[src/rtl/btn_pkg.sv]
// Shared types and default timing for the push-button conditioner.
// Cycle counts are derived from the board clock so retargeting only touches CLK_HZ.
package btn_pkg;

  typedef enum logic [1:0] {
    IDLE,
    DB_PRESS,
    PRESSED,
    DB_RELEASE
  } btn_state_t;

  localparam int CLK_HZ        = 27_000_000;
  localparam int DEBOUNCE_MS   = 10;
  localparam int LONG_PRESS_MS = 1000;

  localparam int DEBOUNCE_CYCLES_DEF   = (CLK_HZ / 1000) * DEBOUNCE_MS;
  localparam int LONG_PRESS_CYCLES_DEF = (CLK_HZ / 1000) * LONG_PRESS_MS;

endpackage

[src/rtl/button_conditioner_if.sv]
// Raw button input plus the conditioned level and event pulses.
// master = the conditioner, slave = the button source / event consumer.
interface button_conditioner_if;
  import btn_pkg::*;

  logic btn_n;
  logic btn_level;
  logic press_pulse;
  logic release_pulse;
  logic long_press_pulse;
  logic long_held;

  modport master (
    input  btn_n,
    output btn_level,
    output press_pulse,
    output release_pulse,
    output long_press_pulse,
    output long_held
  );

  modport slave (
    output btn_n,
    input  btn_level,
    input  press_pulse,
    input  release_pulse,
    input  long_press_pulse,
    input  long_held
  );

endinterface

[src/rtl/sync_chain.sv]
// Multi-flop synchroniser for an asynchronous single-bit board input.
// Latency STAGES clocks; flops preset to RST_VAL so an idle input reads inactive out of reset.
module sync_chain
  import btn_pkg::*;
#(
  parameter int   STAGES  = 2,
  parameter logic RST_VAL = 1'b1
) (
  input  logic clk,
  input  logic rst_n,
  input  logic d,
  output logic q
);

  logic [STAGES-1:0] ff;

  always_ff @(posedge clk or negedge rst_n) begin
    if (!rst_n) begin
      ff <= {STAGES{RST_VAL}};
    end else begin
      ff <= {ff[STAGES-2:0], d};
    end
  end

  assign q = ff[STAGES-1];

endmodule

[src/rtl/button_conditioner.sv]
// Synchronises, debounces and classifies an active-low push-button into level and event pulses.
// Press/release pulses land SYNC_STAGES+DEBOUNCE_CYCLES+1 edges after a stable input change.
module button_conditioner
  import btn_pkg::*;
#(
  parameter int SYNC_STAGES       = 2,
  parameter int DEBOUNCE_CYCLES   = DEBOUNCE_CYCLES_DEF,
  parameter int LONG_PRESS_CYCLES = LONG_PRESS_CYCLES_DEF
) (
  input  logic                 clk,
  input  logic                 rst_n,
  button_conditioner_if.master btn
);

  localparam int            CW        = $clog2(LONG_PRESS_CYCLES + 1);
  localparam logic [CW-1:0] DB_LAST   = CW'(DEBOUNCE_CYCLES - 1);
  localparam logic [CW-1:0] HOLD_LAST = CW'(LONG_PRESS_CYCLES - 1);

  logic sync_q;
  logic s;

  sync_chain #(
    .STAGES  (SYNC_STAGES),
    .RST_VAL (1'b1)
  ) u_sync (
    .clk   (clk),
    .rst_n (rst_n),
    .d     (btn.btn_n),
    .q     (sync_q)
  );

  assign s = ~sync_q;

  btn_state_t    state_q, state_d;
  logic [CW-1:0] db_cnt_q, db_cnt_d;
  logic [CW-1:0] hold_cnt_q, hold_cnt_d;
  logic [CW-1:0] hold_next;
  logic          long_fired_q, long_fired_d;
  logic          level_q, level_d;
  logic          press_q, press_d;
  logic          release_q, release_d;
  logic          long_q, long_d;
  logic          held_q, held_d;

  // Saturating so a long press missed during a release glitch still fires on return.
  assign hold_next = (hold_cnt_q == HOLD_LAST) ? hold_cnt_q : hold_cnt_q + CW'(1);

  always_comb begin
    state_d      = state_q;
    db_cnt_d     = db_cnt_q;
    hold_cnt_d   = hold_cnt_q;
    long_fired_d = long_fired_q;
    level_d      = level_q;
    held_d       = held_q;
    press_d      = 1'b0;
    release_d    = 1'b0;
    long_d       = 1'b0;

    case (state_q)
      IDLE: begin
        if (s) begin
          state_d  = DB_PRESS;
          db_cnt_d = '0;
        end
      end
      DB_PRESS: begin
        if (!s) begin
          state_d = IDLE;
        end else if (db_cnt_q == DB_LAST) begin
          state_d      = PRESSED;
          press_d      = 1'b1;
          level_d      = 1'b1;
          hold_cnt_d   = '0;
          long_fired_d = 1'b0;
        end else begin
          db_cnt_d = db_cnt_q + CW'(1);
        end
      end
      PRESSED: begin
        hold_cnt_d = hold_next;
        if (!s) begin
          state_d  = DB_RELEASE;
          db_cnt_d = '0;
        end else if (hold_cnt_q == HOLD_LAST && !long_fired_q) begin
          long_d       = 1'b1;
          held_d       = 1'b1;
          long_fired_d = 1'b1;
        end
      end
      DB_RELEASE: begin
        hold_cnt_d = hold_next;
        if (s) begin
          state_d = PRESSED;
        end else if (db_cnt_q == DB_LAST) begin
          state_d   = IDLE;
          release_d = 1'b1;
          level_d   = 1'b0;
          held_d    = 1'b0;
        end else begin
          db_cnt_d = db_cnt_q + CW'(1);
        end
      end
      default: state_d = IDLE;
    endcase
  end

  always_ff @(posedge clk or negedge rst_n) begin
    if (!rst_n) begin
      state_q      <= IDLE;
      db_cnt_q     <= '0;
      hold_cnt_q   <= '0;
      long_fired_q <= 1'b0;
      level_q      <= 1'b0;
      press_q      <= 1'b0;
      release_q    <= 1'b0;
      long_q       <= 1'b0;
      held_q       <= 1'b0;
    end else begin
      state_q      <= state_d;
      db_cnt_q     <= db_cnt_d;
      hold_cnt_q   <= hold_cnt_d;
      long_fired_q <= long_fired_d;
      level_q      <= level_d;
      press_q      <= press_d;
      release_q    <= release_d;
      long_q       <= long_d;
      held_q       <= held_d;
    end
  end

  assign btn.btn_level        = level_q;
  assign btn.press_pulse      = press_q;
  assign btn.release_pulse    = release_q;
  assign btn.long_press_pulse = long_q;
  assign btn.long_held        = held_q;

endmodule
[src/flat_wrapper.sv]
// flat-port wrapper written by rule: the top's interface ports become plain ports
module button_conditioner_flat import btn_pkg::*;
#(
  parameter int SYNC_STAGES       = 2,
  parameter int DEBOUNCE_CYCLES   = DEBOUNCE_CYCLES_DEF,
  parameter int LONG_PRESS_CYCLES = LONG_PRESS_CYCLES_DEF
)
  (clk, rst_n, btn_btn_n, btn_btn_level, btn_press_pulse, btn_release_pulse, btn_long_press_pulse, btn_long_held);
  button_conditioner_if btn_i ();
  input  logic clk;
  input  logic rst_n;
  input wire logic [$bits(btn_i.btn_n)-1:0] btn_btn_n;
  output wire logic [$bits(btn_i.btn_level)-1:0] btn_btn_level;
  output wire logic [$bits(btn_i.press_pulse)-1:0] btn_press_pulse;
  output wire logic [$bits(btn_i.release_pulse)-1:0] btn_release_pulse;
  output wire logic [$bits(btn_i.long_press_pulse)-1:0] btn_long_press_pulse;
  output wire logic [$bits(btn_i.long_held)-1:0] btn_long_held;
  assign btn_i.btn_n = btn_btn_n;
  assign btn_btn_level = btn_i.btn_level;
  assign btn_press_pulse = btn_i.press_pulse;
  assign btn_release_pulse = btn_i.release_pulse;
  assign btn_long_press_pulse = btn_i.long_press_pulse;
  assign btn_long_held = btn_i.long_held;
  button_conditioner #(.SYNC_STAGES(SYNC_STAGES), .DEBOUNCE_CYCLES(DEBOUNCE_CYCLES), .LONG_PRESS_CYCLES(LONG_PRESS_CYCLES)) u_core (.clk(clk), .rst_n(rst_n), .btn(btn_i));
endmodule
[config.mk]
export PLATFORM = sky130hd
export DESIGN_NAME = button_conditioner_flat
export DESIGN_NICKNAME = d
export VERILOG_FILES = /design/src/rtl/btn_pkg.sv /design/src/rtl/button_conditioner_if.sv /design/src/rtl/sync_chain.sv /design/src/rtl/button_conditioner.sv /design/src/flat_wrapper.sv
export SDC_FILE = /design/constraint.sdc
export NUM_CORES = 1
export LEC_CHECK = 0
export ABC_AREA = 1
export BUFFER_PORTS_ARGS = -buffer_cell sky130_fd_sc_hd__buf_4
export CORE_ASPECT_RATIO = 0.5
export CORE_MARGIN = 2
export CORE_UTILIZATION = 65
export DETAILED_ROUTE_END_ITERATION = 6
export PLACE_DENSITY_LB_ADDON = 0.05
export SLEW_MARGIN = 20
export SYNTH_ARGS = -nofsm -noshare
export SYNTH_HDL_FRONTEND = slang
export SYNTH_SLANG_ARGS = --single-unit
[constraint.sdc]
create_clock -name clk -period 2.8 [get_ports clk]
set_clock_uncertainty 0.1 [all_clocks]
set_input_delay 0.14 -clock clk [delete_from_list [all_inputs] [get_ports clk]]
set_output_delay 0.14 -clock clk [all_outputs]
set_load 0.1 [all_outputs]
==> results of run 1 <==
## report_power, final
group | total (mW) | internal, mW | leakage (nW) | switching, mW
sequential | 0.883 | 0.876 | 0.827 | 0.00734
clock | 1.02 | 0.600 | 0.124 | 0.420
combinational | 0.0567 | 0.0127 | 0.929 | 0.0441
## worst max-delay path by stage
| stage | from | to | cells after the start |
|---|---|---|---|
| finish | u_core.db_cnt_q[0] | u_core.db_cnt_q[8] | 10 |
| CTS | u_core.db_cnt_q[0] | u_core.db_cnt_q[8] | 10 |
| global route | u_core.db_cnt_q[0] | u_core.db_cnt_q[8] | 10 |
| floorplan | u_core.db_cnt_q[0] | u_core.hold_cnt_q[16] | 11 |
| global placement | u_core.db_cnt_q[0] | u_core.db_cnt_q[10] | 10 |
| detailed placement | u_core.db_cnt_q[0] | u_core.db_cnt_q[10] | 10 |
## critical path, delay by kind of cell (launching register included)
kind,cells,cell delay [ps]
fa+ha+maj,1,290
buf+inv,2,280
flops,1,420
simple gates,7,1080
## cell families after synthesis
| family | count (synthesis) |
|---|---|
| and+or+nand+nor | 419 |
| DFF | 60 |
| buffers and inverters | 68 |
| xor gates and xnor gates | 13 |
| adders and majority gates | 2 |
| AOI/OAI and AO/OA | 37 |
## registers in the layout (all words and copies together) (netlist names), named ones only
name	count
u_core.db_cnt_q	25
u_core.state_q	1
u_core.btn.release_pulse	1
u_core.btn.long_press_pulse	1
u_core.btn.long_held	1
u_core.u_sync.ff	2
u_core.btn.press_pulse	1
u_core.btn.btn_level	1
u_core.hold_cnt_q	25
u_core.long_fired_q	1
## synthesized netlist by cell type (all sizes together)
cell,n,area [um^2]
ha,2,25.0
nor3b,1,7.51
xor2,5,43.8
nand3,55,285
nand3b,2,18.8
nand4,10,62.6
o21ai,31,155
nor3,8,40.0
inv,56,213
xnor2,8,70.1
nand2,240,921
buf,7,75.1
clkbuf,5,18.8
nor2,101,407
o21bai,6,45.0
dfrtp,58,1450
dfstp,2,52.6
or2,2,12.5
## per-stage QoR
stage                     setup slack (ps)  hold WS (ps)   util  power (mW)  cell area (um^2)
after floorplan                        998          -256      -       0.932              3900
after detailed placement               525           151  0.706       0.954              3980
after CTS                              522           253  0.759        1.97              4270
final                                  529           251  0.759        1.96              4270
after global routing                   261           257  0.759        2.02              4270
after global placement                 627           147  0.706       0.953              3980
## layer usage
layer,global-route usage,routed length (um),part of all wire
met5,0,0,0
met1,0.380,4140,0.45
met4,0.0662,144,0.016
met2,0.518,4370,0.48
met3,0.0700,482,0.053
## layout make-up
class	count	area, um^2
timing repair buffer	12	95.1
tap	73	91.3
inverter	56	213
clock inverter	7	52.6
clock buffer	9	225
fill	469	1360
multi-input combinational	471	2090
sequential	60	1500
==> results by group, run 1 <==
STA
  – Setup TNS: 0 ps
  – Max-slew violations: 0
  – Worst-Margin Slew: 744 ps
  – RSZ-0062 raised after global routing: no
  – Max_slew headroom: 0.504
  – Fin crit period: about 2300 ps
  – Max Fclk: 0.440 GHz
  – Crit share post-route: 0.811
  – Endpoints failing setup: 0
  – Final hold vios: 0

Critical path
  – WP data arrival: 2390 ps
  – CP Max Fanout: 46
  – Reg-to-Reg End: u_core.db_cnt_q[8]
  – Worst EP required: 2920 ps
  – Flop2flop setup slack: 530 ps
  – Worst r2r path cells: 10
  – CP peak stage delay: 420 ps
  – CP Launch Type: register
  – CP cell instances: ha_1, inv_2, nor2_4, nand3b_2, nor2_4, nand3_2, nand2_4, inv_1, nand2_1, nand2_1
  – Critical path type: register to register
  – Worst reg2reg startpoint: u_core.db_cnt_q[0]
  – Critical Path Slowest Stage Cell: dfrtp_1
  – Worst Setup End Kind: register

Floorplanning
  – Starting Density: 0.693
  – Core ar.: 5630 um^2
  – Die ar.: about 6700 um^2
  – Die Height: 58.8 um
  – Die W: 114 um
  – Row count: 19
  – IO Count: 8

Drt
  – TritonRoute pass-1 iters: 5
  – DR vias/cell: 5.40
  – Total wire length: 9130 um
  – Wire per inst: 13.3 um
  – Initial DRC Count: 258
  – DRC: 0
  – Final ANT Viol Nets: 0
  – Vias: 3714

Synth
  – Synthesized flop and latch total: 60
  – Mapped Nets: slightly above 600
  – Post-Syn Instances: 599
  – XOR/XNOR share of the synthesized area: 0.0292
  – Largest family of logic cells by synthesized area: simple AND/OR/NAND/NOR gates
  – Sequential cell area fraction in the yosys report: 0.385
  – Synthesized cell area: 3900 um^2
  – Mux cell area share after synthesis: 0
  – Adder-cell area share of the yosys netlist: 0.00641
  – Synth Area in Compound Gates: 0.0513
  – Synth unique cells: 29
  – Post-synthesis simple-gate area fraction: 0.449
  – Yosys warnings: 0
  – Avg Cell Area, Syn: 6.52 um^2

Finish
  – Non-Filler Instances: approximately 700
  – Leading cell types in the layout, fill and taps excluded: nand2_1 (236), nor2_1 (96), dfrtp_1 (58), inv_1 (54), nand3_1 (53)
  – ANT cells: 0
  – Share of post-route cells with drive strength above 1: 0.0699
  – Area Overhead vs Synth: 9.49%
  – Nets: 615
  – Commonest non-fill, non-tap cell in the layout: nand2_1

GRT
  – GRT overflow: 0
  – First-pass GRT wire length: 15400 um
  – Largest net degree at the start of global routing: 61
  – Vias in the first global route: 3401
  – GRT Total Usage: 0.295
  – Initial antenna violation count: 0

Power
  – Leak pwr: ~1.9 nW
  – VDD IR-drop max: 0.333 mV
  – PwrDens: 459 nW/um^2

Place
  – Count of input and output buffers: 7
  – Detail Placement HPWL: about 6400 um
  – Placed instance count: between 600 and 700
  – Gp weighted congestion: 0.929

Clocking
  – Clk pin slew, worst setup/hold paths: roughly 60 ps
  – Postcts setup bufs: 0
  – Num CTS Buffers: 9
  – Post-CTS Hold Fix Bufs: 2
  – CTS tree: built
  – CTS sink count: 60
  – H-tree levels: 3
  – Clock Path Buffers: 2
  – Clk Latency, worst-skew pair: between 300 and 400 ps
  – Cts repair resizes: 0
  – Root Buffer: clkbuf_16

Min path
  – Tightest Hold Check Type: register to register
  – Critical hold path startpoint: u_core.u_sync.ff[0]
  – Hold depth: 0
  – Hold endpoint: u_core.u_sync.ff[1]

Outcome
  – Status: finished clean

Flow run
  – MaxCap Viol Count: 0
Power figures use the tool's default switching activity.
==> run 2, diff against run 1 <==
--- a/config.mk
+++ b/config.mk
@@ -9,7 +9,7 @@
 export BUFFER_PORTS_ARGS = -buffer_cell sky130_fd_sc_hd__buf_4
 export CORE_ASPECT_RATIO = 0.5
 export CORE_MARGIN = 2
-export CORE_UTILIZATION = 65
+export CORE_UTILIZATION = 57
 export DETAILED_ROUTE_END_ITERATION = 6
 export PLACE_DENSITY_LB_ADDON = 0.05
 export SLEW_MARGIN = 20
==> constraint.sdc (replaced) <==
create_clock -name clk -period 1.9 [get_ports clk]
set_clock_uncertainty 0.1 [all_clocks]
set_input_delay 0.095 -clock clk [delete_from_list [all_inputs] [get_ports clk]]
set_output_delay 0.095 -clock clk [all_outputs]
set_load 0.1 [all_outputs]
==> results by group, run 2 (synthesis results as in run 1) <==
Outcome
  – Status: finished clean

STA
  – RSZ-0062 raised after global routing: no
  – Worst-Margin Slew: 778 ps (+33.7 ps)
  – Endpoints failing setup: 0 (unchanged)
  – Setup TNS: 0 ps (unchanged)
  – Fin crit period: 1770 ps (-503 ps)
  – Crit share post-route: 0.931 (+0.120)
  – Max Fclk: 0.565 GHz (+28%)
  – Final hold vios: 0 (unchanged)
  – Max_slew headroom: 0.482 (-0.0225)
  – Max-slew violations: 0 (unchanged)

Clocking
  – H-tree levels: 3 (unchanged)
  – Num CTS Buffers: 9 (unchanged)
  – Clk Latency, worst-skew pair: 340 ps (about the same)
  – Clk pin slew, worst setup/hold paths: 50 ps (about the same)
  – CTS sink count: 60 (unchanged)
  – CTS tree: built
  – Clock Path Buffers: 2 (unchanged)
  – Root Buffer: clkbuf_16

GRT
  – First-pass GRT wire length: 16400 um (+6.9%)
  – GRT Total Usage: 0.282 (-0.0124)
  – Vias in the first global route: 3482 (+2.4%)
  – Initial antenna violation count: 0 (unchanged)
  – Largest net degree at the start of global routing: 61 (unchanged)
  – GRT overflow: 0 (unchanged)

Place
  – Placed instance count: 718 (+7.2%)
  – Gp weighted congestion: 0.923 (-0.56%)
  – Count of input and output buffers: 7 (unchanged)
  – Detail Placement HPWL: 7080 um (+9.8%)

Drt
  – Initial DRC Count: 262 (+1.6%)
  – Wire per inst: 13.1 um (-1.2%)
  – DRC: 0 (unchanged)
  – DR vias/cell: 5.15 (-4.6%)
  – TritonRoute pass-1 iters: 5 (unchanged)
  – Total wire length: 9670 um (+6.0%)
  – Vias: 3802 (+2.4%)
  – Final ANT Viol Nets: 0 (unchanged)

Critical path
  – Critical path type: register to register
  – Worst r2r path cells: 11 (+1)
  – CP Launch Type: register
  – CP Max Fanout: 15 (-67%)
  – Reg-to-Reg End: u_core.hold_cnt_q[17]
  – Flop2flop setup slack: 130 ps (-400 ps)
  – Worst EP required: 2030 ps (-890 ps)
  – Worst reg2reg startpoint: u_core.hold_cnt_q[1]
  – WP data arrival: 1900 ps (-490 ps)
  – Worst Setup End Kind: register

Finish
  – Area Overhead vs Synth: 19.0%
  – Non-Filler Instances: 738 (+7.3%)
  – Leading cell types in the layout, fill and taps excluded: nand2_1 (236), nor2_1 (96), dfrtp_1 (58), inv_1 (54), nand3_1 (53)
  – Largest regs: u_core.db_cnt_q (25), u_core.hold_cnt_q (25), u_core.u_sync.ff (2)
  – Share of post-route cells with drive strength above 1: 0.113 (+0.0431)
  – Fillers: 583 (+24%)
  – ANT cells: 0 (unchanged)
  – Post-Route Utilization: 0.699 (-0.0599)
  – Nets: 646 (+5.0%)
  – Commonest non-fill, non-tap cell in the layout: nand2_1

Min path
  – Critical hold path startpoint: u_core.u_sync.ff[0]
  – Tightest Hold Check Type: register to register
  – Hold endpoint: u_core.u_sync.ff[1]
  – Hold depth: 0 (unchanged)

Floorplanning
  – Die Height: 62.5 um (+6.3%)
  – Die ar.: 7570 um^2 (+13%)
  – Core ar.: 6650 um^2 (+18%)
  – Starting Density: 0.587 (-0.106)
  – Die W: 121 um (+6.5%)
  – IO Count: 8 (unchanged)
  – Row count: 21 (+2)

Power
  – Leak pwr: 2.11 nW (+12%)
  – VDD IR-drop max: 0.489 mV (+47%)
  – PwrDens: 716 nW/um^2 (+56%)

Flow run
  – MaxCap Viol Count: 0 (unchanged)
## run 2: cell types whose count changed in the layout (fill, tap and decap cells not counted)
cell	change
buf_4	+28
clkinv_4	-1
inv_4	-1
clkbuf_1	+1
bufinv_16	+3
buf_12	+3
clkinvlp_4	-4
clkbuf_8	+2
## run 2: repair_timing
| action | CTS | global route |
|---|---|---|
| hold endpoints to repair | 59 | 0 |
| hold buffers | 2 | 0 |
| resized for setup | 0 | 1 |
| buffers inserted | 0 | 2 |
| setup endpoints to repair | 0 | 18 |
## run 2: routing by layer
layer  track usage  vias up  wire [um]
met5             0        -          0
met4         0.102        0        154
met3        0.0776       15        435
met2         0.440       75       4450
met1         0.379     1750       4640
li1              -     1962          -
## run 2: critical path: stages (launching register included)
cell and delay (ps):
dfrtp_1 380, ha_1 180, inv_1 80, nor2_4 130, nand3_2 70, nor2_2 110
nand2_2 100, nand2_2 90, nand2_4 120, buf_12 180, nand2_1 70, nand2_1 50
## run 2: worst max path at each step
| stage | startpoint | to | slack, ps | cells past startpoint |
|---|---|---|---|---|
| after global routing | u_core.db_cnt_q[1] | u_core.hold_cnt_q[23] | 0.6 | 10 |
| after global placement | u_core.hold_cnt_q[0] | u_core.hold_cnt_q[23] | 110 | 11 |
| final | u_core.hold_cnt_q[1] | u_core.hold_cnt_q[17] | 130 | 11 |
| after CTS | u_core.hold_cnt_q[0] | u_core.hold_cnt_q[11] | 80 | 11 |
| after detailed placement | u_core.hold_cnt_q[0] | u_core.hold_cnt_q[11] | 100 | 11 |
| after floorplan | u_core.db_cnt_q[0] | u_core.hold_cnt_q[16] | 100 | 11 |
## run 2: layout make-up
type,instances,area (um^2),area share
tap,92,115,0.0248
timing repair buffer,43,365,0.0787
sequential,60,1500,0.324
clock inverter,4,95.1,0.0205
clock buffer,12,256,0.0552
multi-input combinational,471,2090,0.451
inverter,56,215,0.0463
## run 2: metrics by stage
stage                     total power [mW]  instance area, um^2  setup slack [ps]  hold slack [ps]
after floorplan                       1.37                 3900              97.5             -301
after global placement                1.42                 4260               114              103
after detailed placement              1.43                 4260              96.3              105
after CTS                             3.36                 4630              81.0              252
after global routing                  3.43                 4640             0.635              258
final                                 3.33                 4640               131              250
## run 2: power breakdown
group	internal [mW]	switching (mW)
registers	1.29	0.00837
clock network	1.35	0.571
logic	0.0326	0.0727
total	2.67	0.652
==> run 3, diff against run 2 <==
--- a/config.mk
+++ b/config.mk
@@ -9,7 +9,7 @@
 export BUFFER_PORTS_ARGS = -buffer_cell sky130_fd_sc_hd__buf_4
 export CORE_ASPECT_RATIO = 0.5
 export CORE_MARGIN = 2
-export CORE_UTILIZATION = 57
+export CORE_UTILIZATION = 65
 export DETAILED_ROUTE_END_ITERATION = 6
 export PLACE_DENSITY_LB_ADDON = 0.05
 export SLEW_MARGIN = 20
==> constraint.sdc (replaced) <==
create_clock -name clk -period 2.2 [get_ports clk]
set_clock_uncertainty 0.1 [all_clocks]
set_input_delay 0.11 -clock clk [delete_from_list [all_inputs] [get_ports clk]]
set_output_delay 0.11 -clock clk [all_outputs]
set_load 0.1 [all_outputs]
==> results by group, run 3 (synthesis results as in run 1) <==
Floorplanning
  – Die Height: 58.8 um (-6.0%)
  – Starting Density: 0.693 (+0.106)
  – Core ar.: 5630 um^2 (-15%)
  – Die ar.: 6680 um^2 (-12%)
  – Row count: 19 (-9.5%)
  – Die W: 114 um (-6.1%)
  – IO Count: 8 (unchanged)

Power
  – Logic pwr share: 0.033 (about the same)
  – Clock Power Share: 0.516 (-0.061)
  – Leak pwr: 1.93 nW (-8.3%)
  – PwrDens: 575 nW/um^2 (-20%)
  – Psw: 0.534 mW (-18%)
  – Internal Power: 1.96 mW (-27%)
  – VDD IR-drop max: 0.472 mV (-3.5%)
  – Seq pwr share: 0.452 (+0.061)
  – Switch share: 0.214 (+0.0182)

STA
  – Crit share post-route: 0.902 (-0.0286)
  – Endpoints failing setup: 0 (unchanged)
  – RSZ-0062 raised after global routing: no
  – Max Fclk: 0.504 GHz (-11%)
  – Worst-Margin Slew: 753 ps (-24.7 ps)
  – Max-slew violations: 0 (unchanged)
  – Final hold vios: 0 (unchanged)
  – Fin crit period: 1990 ps (+216 ps)
  – Final WS setup: 215 ps (+83.6 ps)
  – Setup TNS: 0 ps (unchanged)
  – Max_slew headroom: 0.498 (+0.0165)

Place
  – Detail Placement HPWL: 6430 um (-9.1%)
  – DP Worst Slack: 247 ps (+150 ps)
  – Count of input and output buffers: 7 (unchanged)
  – Gp weighted congestion: 0.967 (+4.8%)

Critical path
  – WP data arrival: 2100 ps (+200 ps)
  – Buf+Inv Stages, Crit Path: 2 (unchanged)
  – CP cell instances: ha_1, inv_1, nor2_4, nand3_2, nor2_2, nand2_2, nand2_2, nand2_4, buf_4, nand2_1, nand2_1
  – Critical Path Start: u_core.hold_cnt_q[0]
  – CP Launch Type: register
  – Critical path type: register to register
  – Worst Setup End Kind: register
  – Worst EP required: 2320 ps (+290 ps)
  – Critical Path Slowest Stage Cell: dfrtp_1
  – CP peak stage delay: 400 ps (+20 ps)
  – Worst reg2reg startpoint: u_core.hold_cnt_q[0]
  – Crit path max-delay family: simple AND/OR/NAND/NOR gates
  – CP Max Fanout: 17 (+2)

Finish
  – Commonest non-fill, non-tap cell in the layout: nand2_1
  – Area Overhead vs Synth: 11.1%
  – Largest regs: u_core.db_cnt_q (25), u_core.hold_cnt_q (25), u_core.u_sync.ff (2)
  – Nets: 622 (-3.7%)
  – ANT cells: 0 (unchanged)
  – Share of post-route cells with drive strength above 1: 0.0756 (-0.0374)
  – Leading cell types in the layout, fill and taps excluded: nand2_1 (236), nor2_1 (96), dfrtp_1 (58), inv_1 (54), nand3_1 (53)

GRT
  – Initial antenna violation count: 0 (unchanged)
  – GRT Total Usage: 0.305 (+0.0226)
  – Most Crowded Layer GR: met2
  – M1 GR Usage: 0.392 (+0.0130)
  – M3 GR Usage: 0.0793 (+0.00174)
  – First-pass GRT wire length: 15800 um (-3.7%)
  – GRT overflow: 0 (unchanged)
  – Met2 usage: 0.525 (+0.0856)
  – Vias in the first global route: 3475 (-0.20%)
  – Largest net degree at the start of global routing: 61 (unchanged)

Clocking
  – Num CTS Buffers: 9 (unchanged)
  – Clk pin slew, worst setup/hold paths: 50 ps (about the same)
  – Postcts setup bufs: 0 (unchanged)
  – Root Buffer: clkbuf_16
  – H-tree levels: 3 (unchanged)
  – Clock Path Buffers: 2 (unchanged)
  – Clk Latency, worst-skew pair: 330 ps (about the same)
  – CTS tree: built
  – CTS sink count: 60 (unchanged)

Min path
  – Critical hold path startpoint: u_core.u_sync.ff[0]
  – Tightest Hold Check Type: register to register

Drt
  – DR vias/cell: 5.44 (+5.5%)
  – Vias: 3779 (-0.60%)
  – DRC: 0 (unchanged)
  – Total wire length: 9160 um (-5.3%)
  – Initial DRC Count: 314 (+20%)
  – TritonRoute pass-1 iters: 5 (unchanged)
  – Wire per inst: 13.2 um (+0.59%)
  – Final ANT Viol Nets: 0 (unchanged)

Outcome
  – Status: finished clean

Flow run
  – MaxCap Viol Count: 0 (unchanged)
## run 3: final cells by class
type / count / area [um^2]
clock buffer: 14 / 264
timing repair buffer: 19 / 160
fill: 444 / 1300
clock inverter: 2 / 10.0
sequential: 60 / 1500
multi-input combinational: 471 / 2090
inverter: 56 / 213
tap: 73 / 91.3
## run 3: power by group through the flow
stage	combinational [mW]	clock [mW]	sequential [mW]
global route	0.0941	1.36	1.13
floorplan	0.0434	0	1.14
CTS	0.0835	1.30	1.13
finish	0.0815	1.28	1.13
detailed placement	0.0805	0	1.14
global placement	0.0802	0	1.14
## run 3: final timing paths
check                                             end  slack [ps]  cells past startpoint
min in group asynchronous         u_core.db_cnt_q[19]         310                      2
worst max-delay path            u_core.hold_cnt_q[14]         210                     11
worst min-delay path              u_core.u_sync.ff[1]         260                      0
worst max register to register  u_core.hold_cnt_q[14]         210                     11
worst min register to register    u_core.u_sync.ff[1]         260                      0
max in group asynchronous        u_core.hold_cnt_q[6]        1190                      2
## run 3: timing repair
| action | CTS | global route |
|---|---|---|
| hold buffers | 2 | 0 |
| endpoints found under the hold margin | 59 | 0 |
| resized for setup | 0 | 0 |
## run 3: metrics by stage
| step | total power, mW | instances | instance area, um^2 | hold WS [ps] | utilization |
|---|---|---|---|---|---|
| final | 2.49 | 695 | 4340 | 256 | 0.769 |
| after global placement | 1.22 | 677 | 4040 | 118 | 0.717 |
| after floorplan | 1.19 | 599 | 3900 | -286 | - |
| after CTS | 2.51 | 695 | 4340 | 253 | 0.769 |
| after detailed placement | 1.22 | 677 | 4040 | 119 | 0.717 |
| after global routing | 2.58 | 695 | 4340 | 257 | 0.769 |
## run 3: routing by layer
metal,share of wire,vias to the layer above
met3,0.060,17
met1,0.46,1751
met2,0.47,103
met5,0,-
met4,0.014,0
li1,-,1908
